<file path="config.mk">
export PLATFORM = sky130hd
export DESIGN_NAME = mux_scan_ctrl_flat
export DESIGN_NICKNAME = d
export VERILOG_FILES = /design/src/rtl/mux_scan_ctrl_if.sv /design/src/rtl/mux_scan_ctrl.sv /design/src/flat_wrapper.sv
export SDC_FILE = /design/constraint.sdc
export NUM_CORES = 1
export LEC_CHECK = 0
export ABC_CLOCK_PERIOD_IN_PS = 5060
export CAP_MARGIN = 20
export CELL_PAD_IN_SITES_DETAIL_PLACEMENT = 0
export CELL_PAD_IN_SITES_GLOBAL_PLACEMENT = 1
export CORE_AREA = 8 8 142 118
export DETAILED_ROUTE_END_ITERATION = 10
export DIE_AREA = 0 0 150 126
export PLACE_DENSITY_LB_ADDON = 0.1
export SLEW_MARGIN = 20
export SYNTH_ARGS = -nofsm -noshare
export SYNTH_HDL_FRONTEND = slang
export SYNTH_SLANG_ARGS = --single-unit
</file>
<file path="constraint.sdc">
create_clock -name clk -period 5.06 [get_ports clk]
set_input_delay 1.012 -clock clk [delete_from_list [all_inputs] [get_ports clk]]
set_output_delay 1.012 -clock clk [all_outputs]
set_load 0.01 [all_outputs]
</file>
<file path="src/rtl/mux_scan_ctrl_if.sv">
// -----------------------------------------------------------------------------
// mux_scan_ctrl_if
//   Manual-override handshake between a host and mux_scan_ctrl.
//
//   manual_req  host -> ctrl  level request, held for the whole manual session
//   manual_sel  host -> ctrl  channel to force while the request is held
//   manual_ack  ctrl -> host  registered acknowledge, high while manual is active
//
//   master : host side
//   slave  : controller side
// -----------------------------------------------------------------------------
interface mux_scan_ctrl_if;
    logic       manual_req;
    logic [3:0] manual_sel;
    logic       manual_ack;

    modport master (
        output manual_req,
        output manual_sel,
        input  manual_ack
    );

    modport slave (
        input  manual_req,
        input  manual_sel,
        output manual_ack
    );
endinterface

</file>
<file path="src/rtl/mux_scan_ctrl.sv">
// -----------------------------------------------------------------------------
// mux_scan_ctrl
//   Generates the 4-bit select of a 16:1 datapath mux. In automatic mode it
//   rotates round-robin through the channels enabled in `mask`, holding each
//   for `dwell` cycles (0 behaves as 1). A host can force a channel through the
//   manual req/ack handshake. `advance` pulses for one cycle at the start of
//   every dwell window / new channel so downstream logic can sample the mux.
//
//   clk      in   system clock, rising edge
//   reset_n  in   asynchronous active-low reset
//   enable   in   1 = automatic scanning allowed
//   mask     in   channel participation mask, bit i = channel i
//   dwell    in   cycles per channel (0 treated as 1)
//   host     if   manual_req / manual_sel in, manual_ack out (slave modport)
//   select   out  registered mux select
//   advance  out  registered one-cycle window-start pulse
//   idle     out  registered, high while in IDLE
// -----------------------------------------------------------------------------
module mux_scan_ctrl #(
    parameter int DWELL_WIDTH = 16
) (
    input  logic                   clk,
    input  logic                   reset_n,
    input  logic                   enable,
    input  logic [15:0]            mask,
    input  logic [DWELL_WIDTH-1:0] dwell,
    mux_scan_ctrl_if.slave         host,
    output logic [3:0]             select,
    output logic                   advance,
    output logic                   idle
);

    typedef enum logic [1:0] {
        ST_IDLE   = 2'd0,
        ST_SCAN   = 2'd1,
        ST_MANUAL = 2'd2
    } state_t;

    state_t                 state, state_next;
    logic [3:0]             select_next;
    logic                   advance_next;
    logic                   ack_next;
    logic [DWELL_WIDTH-1:0] count, count_next;
    logic [DWELL_WIDTH-1:0] dwell_last;
    logic                   can_scan;

    // First enabled channel at or after x (incl=1) or strictly after x
    // (incl=0), wrapping 15 -> 0. Only called when m != 0.
    function automatic logic [3:0] next_from(input logic [3:0]  x,
                                             input logic        incl,
                                             input logic [15:0] m);
        logic [3:0] start;
        logic [3:0] c;
        logic       found;
        start     = incl ? x : x + 4'd1;
        next_from = start;
        found     = 1'b0;
        for (int i = 0; i < 16; i++) begin
            c = start + 4'(i);
            if (!found && m[c]) begin
                next_from = c;
                found     = 1'b1;
            end
        end
    endfunction

    // Last count value of a window; dwell=0 behaves as dwell=1. Compared
    // live, so a dwell change applies to the current window. If the counter
    // is already past the new limit it simply runs on and wraps.
    assign dwell_last = (dwell == '0) ? '0 : dwell - DWELL_WIDTH'(1);
    assign can_scan   = enable && (mask != 16'h0000);

    // NOTE: every output of this block gets a default first, so no path
    // leaves a variable unassigned and no latch is inferred.
    always_comb begin
        state_next   = state;
        select_next  = select;
        advance_next = 1'b0;
        ack_next     = 1'b0;
        count_next   = '0;

        if (host.manual_req) begin
            // Manual request wins over everything. On entry advance always
            // pulses; while held it pulses only when the channel changes.
            state_next   = ST_MANUAL;
            select_next  = host.manual_sel;
            ack_next     = 1'b1;
            advance_next = (state != ST_MANUAL) || (host.manual_sel != select);
        end else begin
            unique case (state)
                ST_IDLE, ST_MANUAL: begin
                    // Leaving manual and starting from idle behave the same:
                    // resume on the current channel if it is still enabled.
                    if (can_scan) begin
                        state_next   = ST_SCAN;
                        select_next  = next_from(select, 1'b1, mask);
                        advance_next = 1'b1;
                    end else begin
                        state_next = ST_IDLE;
                    end
                end
                ST_SCAN: begin
                    if (!can_scan) begin
                        state_next = ST_IDLE;
                    end else if (count == dwell_last) begin
                        select_next  = next_from(select, 1'b0, mask);
                        advance_next = 1'b1;
                    end else begin
                        count_next = count + DWELL_WIDTH'(1);
                    end
                end
                default: state_next = ST_IDLE;
            endcase
        end
    end

    // NOTE: sequential state uses non-blocking assignments so every register
    // samples the pre-edge values of the others.
    always_ff @(posedge clk or negedge reset_n) begin
        if (!reset_n) begin
            state           <= ST_IDLE;
            select          <= 4'd0;
            advance         <= 1'b0;
            host.manual_ack <= 1'b0;
            count           <= '0;
            idle            <= 1'b1;
        end else begin
            state           <= state_next;
            select          <= select_next;
            advance         <= advance_next;
            host.manual_ack <= ack_next;
            count           <= count_next;
            idle            <= (state_next == ST_IDLE);
        end
    end

endmodule

</file>
<file path="src/flat_wrapper.sv">
// flat-port wrapper written by rule: the top's interface ports become plain ports
module mux_scan_ctrl_flat 
#(
    parameter int DWELL_WIDTH = 16
)
  (clk, reset_n, enable, mask, dwell, select, advance, idle, host_manual_req, host_manual_sel, host_manual_ack);
  mux_scan_ctrl_if host_i ();
  input  logic clk;
  input  logic reset_n;
  input  logic enable;
  input  logic [15:0] mask;
  input  logic [DWELL_WIDTH-1:0] dwell;
  output logic [3:0] select;
  output logic advance;
  output logic idle;
  input wire logic [$bits(host_i.manual_req)-1:0] host_manual_req;
  input wire logic [$bits(host_i.manual_sel)-1:0] host_manual_sel;
  output wire logic [$bits(host_i.manual_ack)-1:0] host_manual_ack;
  assign host_i.manual_req = host_manual_req;
  assign host_i.manual_sel = host_manual_sel;
  assign host_manual_ack = host_i.manual_ack;
  mux_scan_ctrl #(.DWELL_WIDTH(DWELL_WIDTH)) u_core (.clk(clk), .reset_n(reset_n), .enable(enable), .mask(mask), .dwell(dwell), .host(host_i), .select(select), .advance(advance), .idle(idle));
endmodule
</file>
==> impl_metrics.json, run 1 <==
{
  "run_status": "finished clean",
  "hold_buffers": 0,
  "cts_max_path_buffers": 2,
  "ys_top_cells_by_area": "mux4_2, dfrtp_1, nand2_1",
  "hold_viol": 0,
  "netlist_area_mm2": 0.00650,
  "path_class": "input pin to flip-flop",
  "port_buffers": 46,
  "ys_seq_area_frac": 0.0965,
  "finalMaxSlewViolations": 0,
  "grt_max_degree": 37,
  "diodes": 0,
  "yosys.area.top_type": "mux4_2",
  "overflow": 0,
  "maxCapViolCount": 0,
  "grt_use_total": 0.250,
  "htree_levels": 1,
  "min_path_type": "flip-flop to flip-flop",
  "grt_pass1_vias": 6664,
  "postLayoutCoreUtil": 0.504,
  "die_area_mm2": 0.0189,
  "regToRegStartpoint": "u_core.select[1]",
  "place.gp.congestion": 0.986,
  "rsz0062_at_grt": "false",
  "vias_per_cell": 6.82,
  "cts_tree": "yes",
  "async_flop_share": 1.00,
  "nets": 904,
  "drt_wl_total_mm": 24.2,
  "syn-instance-count": 822,
  "hp-start": "u_core.count[14]",
  "yosysUniqueCellTypes": 97,
  "core_mm2": 0.0145,
  "ys_warn_count": 0,
  "fp.dieW_um": 150,
  "pin_count": 47,
  "crit_buf_inv": 1,
  "grt_first_pass_wirelength_mm": 38.0,
  "clk_latency_ns": 0.26,
  "setup_viol_count_final": 0,
  "yosysTopAreaCellShare": 0.149,
  "placed_area_mm2": 0.00723,
  "path_cells": "clkdlybuf4s50_1 > mux2_2 > mux2i_1 > mux4_2 > and4_1 > and2_1 > nand3_2 > or2_4 > a211oi_4 > o21ai_1 > mux2i_1 > o21ai_1",
  "route.detailed.wl_per_inst_um": 23.2,
  "postCtsResizedCells": 0,
  "cp-start-kind": "input pin",
  "cp_max_fo": 11,
  "syn_nets": 871,
  "hpwl_mm": 19.2,
  "antenna_found_initial": 0,
  "cts_sinks": 25,
  "relSlewSlack": 0.479,
  "start_util": 0.448,
  "cts_root_buf": "clkbuf_16",
  "drc_errors": 0,
  "crit_start": "mask[12]",
  "vias": 7112,
  "fin_crit_sh": 0.919,
  "num_rows": 40,
  "synth_ff_type": "dfrtp_1",
  "first_pass_iters": 6,
  "path_clk_slew_ns": 0.06,
  "cts_setup_buffers": 0,
  "fin_crit_ns": 4.65,
  "die_h_um": 126,
  "numCtsBuffers": 3,
  "cpPeakStageDelay_ns": 0.63,
  "synthesis.area_per_instance_um2": 7.90,
  "fmax_mhz": 215,
  "drtIter0Drc": 949,
  "drive_above_1_share": 0.173,
  "final_cell_area_mm2": 0.00731,
  "cp.arrival_ns": 4.79,
  "cp_slowest_cell": "clkdlybuf4s50_1",
  "postRouteAntennaNets": 0,
  "skew_ns": 0.00265,
  "end_kind": "flip-flop",
  "ys_ff_latch": 25,
  "worstMarginPinSlew_ns": 0.776,
  "syn_to_final_growth_pct": 12.5,
  "synth_edf_count": 0,
  "critical_path_required_ns": 5.20,
  "cp_top_family": "multiplexers",
  "setup_tns_ns": 0
}
==> layer usage <==
layer  vias up  wire (um)  GRT usage
met2       424       9740      0.345
met1      3427      10900      0.362
met5         -          0          0
met4         0        462     0.0493
met3        40       3060     0.0916
li1       3221          -          -
==> layout make-up <==
class | count | area, um^2
Tap cell | 189 | 236
Sequential cell | 25 | 628
Clock buffer | 4 | 78.8
Inverter | 22 | 82.6
Timing Repair Buffer | 88 | 771
Multi-Input combinational cell | 715 | 5520
Fill cell | 1424 | 7200
==> placed cells by master, fill, tap and decap left out, types with 11 or more instances in the layout <==
cell	count
nand2_1	88
o21ai_0	40
nor3_1	21
o211ai_1	14
nand3_1	28
xor2_1	19
buf_4	42
a31oi_1	11
inv_1	19
a21oi_1	49
xnor2_1	24
mux2_2	24
mux4_2	43
nor2_1	74
dfrtp_1	23
clkdlybuf4s50_1	45
nor4_1	14
mux2i_1	30
==> Yosys cell counts, drive strengths merged (5+ instances only) <==
cell type and instances:
nand2 88, nor2 78, a21oi 49, o21ai 46
mux4 44, clkbuf 32, mux2 31, mux2i 31
nand3 29, buf 28, xnor2 25, dfrtp 24
nor3 22, inv 20, xor2 20, nor4 17
o211ai 14, a31oi 11, nand4 11, and2 10
or2 10, a21boi 9, ha 9, nor2b 9
o22ai 9, or3 9, nand2b 8, o221ai 8
and3 7, o31ai 7, a211o 6, or4 6
a211oi 5, o21a 5, o21bai 5, o311ai 5
o31a 5
==> stage by stage <==
step,hold slack (ns),std cells,worst slack [ns]
floorplan,0.510,822,0.474
global placement,0.567,1039,0.267
detailed placement,0.584,1039,0.237
CTS,0.600,1043,0.512
global route,0.641,1043,0.231
finish,0.591,1043,0.411
==> logic make-up (layout without fill, tap and decap cells) <==
group | count (synthesis) | after routing | synth area share
mux | 106 | 106 | 0.255
fa+ha+maj | 9 | 9 | 0.0173
xor+xnor | 47 | 47 | 0.0689
compound gates | 231 | 231 | 0.246
flops | 25 | 25 | 0.0965
simple gates | 322 | 322 | 0.260
buf+inv | 82 | 114 | 0.0562
==> path summary, 6_finish.rpt <==
path	depth (start not counted)	slack, ns	endpoint
max in group asynchronous	1	3.89	u_core.select[0]
min reg2reg	2	0.59	u_core.count[14]
max	12	0.41	u_core.select[1]
min in group asynchronous	1	0.75	u_core.advance
min	2	0.59	u_core.count[14]
max reg2reg	15	0.51	u_core.select[1]
==> registers in the layout, summed over array words and instances, names as in the netlist <==
register,count
u_core.select,4
u_core.advance,1
u_core.host.manual_ack,1
u_core.state,2
u_core.count,16
u_core.idle,1
==> tightest hold or removal path, cell delays in order (launching register included) <==
cell,delay [ns]
dfrtp_1,0.40
xor2_1,0.08
nor2_1,0.07
Power of run 1 is not shown: default switching activity piles up to over one toggle a cycle in this logic, so the estimate is an artifact.
==> run 2, diff against run 1 <==
--- a/config.mk
+++ b/config.mk
@@ -5,13 +5,15 @@
 export SDC_FILE = /design/constraint.sdc
 export NUM_CORES = 1
 export LEC_CHECK = 0
+export ABC_AREA = 1
 export ABC_CLOCK_PERIOD_IN_PS = 5060
 export CAP_MARGIN = 20
 export CELL_PAD_IN_SITES_DETAIL_PLACEMENT = 0
 export CELL_PAD_IN_SITES_GLOBAL_PLACEMENT = 1
-export CORE_AREA = 8 8 142 118
+export CORE_AREA = 3 3 131 108
+export CTS_CLUSTER_DIAMETER = 30
 export DETAILED_ROUTE_END_ITERATION = 10
-export DIE_AREA = 0 0 150 126
+export DIE_AREA = 0 0 134 111
 export PLACE_DENSITY_LB_ADDON = 0.1
 export SLEW_MARGIN = 20
 export SYNTH_ARGS = -nofsm -noshare
==> impl_metrics.json, run 2 <==
{
  "cp.arrival_ns": 4.45,
  "syn_nets": 1010,
  "overflow": 0,
  "fp.dieW_um": 134,
  "synth-compound-area-share": 0.132,
  "postRouteAntennaNets": 0,
  "die_h_um": 111,
  "worstMarginPinSlew_ns": 0.648,
  "grt_first_pass_wirelength_mm": 29.1,
  "yosysUniqueCellTypes": 45,
  "grt_use_total": 0.240,
  "grt_use_met3": 0.0195,
  "hold_buffers": 0,
  "rrSetupSlack_ns": 0.76,
  "cts_setup_buffers": 0,
  "cp_max_fo": 12,
  "grt_max_degree": 40,
  "syn-instance-count": 961,
  "largest_reg_flops": 16,
  "diodes": 0,
  "drtIter0Drc": 581,
  "route.detailed.wl_per_inst_um": 15.2,
  "min_path_type": "flip-flop to flip-flop",
  "largest_register": "u_core.count",
  "postCtsResizedCells": 0,
  "place.gp.congestion": 0.942,
  "synthesis.area_per_instance_um2": 5.31,
  "synth_adder_area_share": 0.0220,
  "grt_pass1_vias": 5371,
  "fin_crit_sh": 0.851,
  "synthXorXnorAreaFrac": 0.0664,
  "rsz0062_at_grt": "false",
  "drc_errors": 0,
  "numCtsBuffers": 3,
  "ys_top_cells_by_area": "nand2_1, dfrtp_1, nand3_1",
  "die_area_mm2": 0.0149,
  "vias_per_cell": 5.18,
  "clk_latency_ns": 0.26,
  "fmax_mhz": 232,
  "cp-start-kind": "flip-flop",
  "htree_levels": 1,
  "synthMuxAreaShare": 0,
  "yosysTopAreaCellShare": 0.249,
  "fill_cells": 1453,
  "antenna_found_initial": 0,
  "synth_edf_count": 0,
  "hold_viol": 0,
  "crit_top_cell": "nand2_1",
  "port_buffers": 46,
  "cpPeakStageDelay_ns": 0.40,
  "num_rows": 37,
  "first_pass_iters": 5,
  "path_clk_slew_ns": 0.06,
  "path_class": "flip-flop to flip-flop",
  "drive_above_1_share": 0.0613,
  "setup_viol_count_final": 0,
  "synthTopCellsByCount": "nand2_1, inv_1, nand3_1, nor2_1, o21ai_0",
  "start_util": 0.398,
  "fin_crit_ns": 4.30,
  "yosys.area.top_type": "nand2_1",
  "critical_path_required_ns": 5.21,
  "end_kind": "flip-flop",
  "hpwl_mm": 14.3,
  "nets": 1045,
  "cts_tree": "yes",
  "finalMaxSlewViolations": 0,
  "async_flop_share": 1.00,
  "maxCapViolCount": 0,
  "cts_max_path_buffers": 2,
  "pin_count": 47,
  "met2_usage": 0.338,
  "ys_warn_count": 0,
  "synth_ff_type": "dfrtp_1",
  "yosysMostFrequentCell": "nand2_1",
  "skew_ns": 0.00510,
  "synth_simple_gate_area_share": 0.523,
  "largest_registers": "u_core.count (16), u_core.select (4), u_core.state (2)",
  "busiest_layer": "met1",
  "cts_sinks": 25,
  "netlist_area_mm2": 0.00511,
  "synth_top_family_by_area": "simple AND/OR/NAND/NOR gates",
  "min_path_cells": 1,
  "ys_seq_area_frac": 0.123,
  "syn_to_final_growth_pct": 12.9,
  "layout_commonest_cell": "nand2_1",
  "core_mm2": 0.0128,
  "run_status": "finished clean",
  "drt_wl_total_mm": 17.8,
  "reg2reg_depth": 28,
  "relSlewSlack": 0.564,
  "setup_tns_ns": 0,
  "met1_usage": 0.397,
  "final_cell_mix": "nand2_1, inv_1, nand3_1",
  "vias": 6064,
  "cts_root_buf": "clkbuf_16",
  "ys_ff_latch": 25,
  "cp_slowest_cell": "dfrtp_1"
}
==> run 2: path summary, 6_finish.rpt <==
| check | end | from |
|---|---|---|
| max in group asynchronous | u_core.select[0] | reset_n |
| min | u_core.count[0] | u_core.count[0] |
| min in group asynchronous | u_core.count[3] | reset_n |
| min reg2reg | u_core.count[0] | u_core.count[0] |
| max | u_core.select[1] | u_core.select[0] |
| max reg2reg | u_core.select[1] | u_core.select[0] |
==> run 2: critical path: cells and delay by family, from the launching register on <==
kind / cells / cell delay [ns]
buffers and inverters: 3 / 0.39
and+or+nand+nor: 21 / 2.35
adders and majority gates: 1 / 0.35
AOI/OAI and AO/OA: 3 / 0.69
DFF: 1 / 0.40
==> run 2: routing by layer <==
metal	wire (um)	part of all wire	up-vias
met1	9600	0.54	2725
met2	6900	0.39	188
li1	-	-	3135
met3	1100	0.062	16
met4	235	0.013	0
met5	0	0	-
==> run 2: final cells by class <==
class	instances	area [um^2]	area share
repair buffers	56	531	0.0920
flip-flops and latches	25	627	0.109
multi-input cells	773	3800	0.658
well taps	175	219	0.0380
clock buffers	4	78.8	0.0137
inverters	137	514	0.0892
==> run 2: cells by family (layout without fill, tap and decap cells) <==
kind of cell             count (synthesis)  count (layout)
buffers and inverters                  163             197
AO/OA/AOI/OAI                          120             120
XOR/XNOR                                37              37
AND/OR/NAND/NOR                        607             607
adder cells (fa/ha/maj)                  9               9
flip-flops                              25              25
==> run 2: stage by stage <==
stage / setup slack [ns] / area [um^2] / utilization / instances / hold WS [ns]
CTS: 0.736 / 5770 / 0.450 / 1170 / 0.526
detailed placement: 0.518 / 5690 / 0.443 / 1166 / 0.520
global placement: 0.513 / 5690 / 0.444 / 1166 / 0.512
floorplan: 1.40 / 5110 / - / 961 / 0.472
finish: 0.756 / 5770 / 0.450 / 1170 / 0.525
global route: 0.216 / 5770 / 0.450 / 1170 / 0.575
Power of run 2 is left out for the same reason.
==> run 3, diff against run 2 <==
--- a/config.mk
+++ b/config.mk
@@ -10,11 +10,11 @@
 export CAP_MARGIN = 20
 export CELL_PAD_IN_SITES_DETAIL_PLACEMENT = 0
 export CELL_PAD_IN_SITES_GLOBAL_PLACEMENT = 1
-export CORE_AREA = 3 3 131 108
+export CORE_AREA = 3 3 106 133
 export CTS_CLUSTER_DIAMETER = 30
 export DETAILED_ROUTE_END_ITERATION = 10
-export DIE_AREA = 0 0 134 111
-export PLACE_DENSITY_LB_ADDON = 0.1
+export DIE_AREA = 0 0 109 136
+export PLACE_DENSITY_LB_ADDON = 0.08
 export SLEW_MARGIN = 20
 export SYNTH_ARGS = -nofsm -noshare
 export SYNTH_HDL_FRONTEND = slang
==> impl_metrics.json, run 3 (synthesis results as in run 2) <==
{
  "run_status": "finished clean",
  "cp_top_family": "simple AND/OR/NAND/NOR gates",
  "cts_max_path_buffers": 2,
  "hold_viol": 0,
  "postRouteAntennaNets": 0,
  "numCtsBuffers": 3,
  "finalMaxSlewViolations": 0,
  "drc_errors": 0,
  "final_cell_mix": "nand2_1, inv_1, nand3_1",
  "cts_tree": "yes",
  "route.detailed.wl_per_inst_um": 15.4,
  "min_path_type": "flip-flop to flip-flop",
  "dr.max_layer_used": "met4",
  "hold_buffers": 0,
  "fin_crit_sh": 0.892,
  "postLayoutCoreUtil": 0.450,
  "drive_above_1_share": 0.0632,
  "place.gp.congestion": 0.925,
  "cp_slowest_cell": "ha_1",
  "die_area_mm2": 0.0148,
  "hpwl_mm": 14.6,
  "layout_commonest_cell": "nand2_1",
  "cp.arrival_ns": 4.67,
  "largest_registers": "u_core.count (16), u_core.select (4), u_core.state (2)",
  "largest_register": "u_core.count",
  "vias_per_cell": 5.17,
  "setup_viol_count_final": 0,
  "cp_max_fo": 16,
  "clk_latency_ns": 0.26,
  "fp.dieW_um": 109,
  "diodes": 0,
  "start_util": 0.398,
  "cts_sinks": 25,
  "port_buffers": 46,
  "maxCapViolCount": 0,
  "path_class": "flip-flop to flip-flop",
  "overflow": 0,
  "htree_levels": 1,
  "cpPeakStageDelay_ns": 0.58,
  "first_pass_iters": 5,
  "grt_use_total": 0.247,
  "grt_first_pass_wirelength_mm": 28.8,
  "num_rows": 46,
  "drtIter0Drc": 352,
  "end_kind": "flip-flop",
  "largest_reg_flops": 16,
  "rsz0062_at_grt": "false",
  "cts_root_buf": "clkbuf_16",
  "cp-start-kind": "flip-flop",
  "worstMarginPinSlew_ns": 0.627,
  "critical_path_required_ns": 5.22,
  "pin_count": 47,
  "routedLengthMet1_mm": 7.37,
  "path_clk_slew_ns": 0.07,
  "fin_crit_ns": 4.51,
  "crit_top_cell": "nand2_1",
  "cts_setup_buffers": 0,
  "grt_max_degree": 41,
  "met3_length_um": 720,
  "die_h_um": 136,
  "wl_met2_mm": 9.06,
  "syn_to_final_growth_pct": 13.2,
  "crit_buf_inv": 5,
  "nets": 1047,
  "fmax_mhz": 222,
  "antenna_found_initial": 0,
  "skew_ns": 0.00481,
  "drt_wl_total_mm": 17.9,
  "setup_tns_ns": 0,
  "vias": 6022,
  "grt_pass1_vias": 5827,
  "core_mm2": 0.0128,
  "postCtsResizedCells": 0,
  "relSlewSlack": 0.577
}
-- run 3: layout make-up --
cell class	instances	area [um^2]
Fill cell	1470	7050
Timing Repair Buffer	58	551
Multi-Input combinational cell	773	3800
Clock buffer	3	75.1
Sequential cell	25	627
Clock inverter	1	8.76
Inverter	137	514
Tap cell	168	210
-- run 3: path summary, 6_finish.rpt --
check | from | to | slack, ns | cells past startpoint
worst max register to register | u_core.select[1] | u_core.select[2] | 0.55 | 25
worst min register to register | u_core.count[0] | u_core.count[0] | 0.52 | 1
worst max-delay path | u_core.select[1] | u_core.select[2] | 0.55 | 25
max in group asynchronous | reset_n | u_core.idle | 3.67 | 2
min in group asynchronous | reset_n | u_core.count[4] | 1.10 | 2
worst min-delay path | u_core.count[0] | u_core.count[0] | 0.52 | 1
-- run 3: metrics by stage --
step	hold slack (ns)	setup slack, ns	cells	cell area (um^2)
2_1_floorplan	0.472	1.40	961	5110
3_5_place_dp	0.509	0.485	1161	5700
6_report	0.518	0.546	1165	5780
3_3_place_gp	0.497	0.513	1161	5700
5_1_grt	0.550	0.0152	1165	5780
4_1_cts	0.516	0.603	1165	5780
-- run 3: routing by layer --
layer  GRT usage  vias to the layer above
li1            -                     3141
met1       0.287                     2707
met2       0.463                      136
met3      0.0162                       38
met4      0.0975                        0
met5           0                        -
Power of run 3 is left out for the same reason.
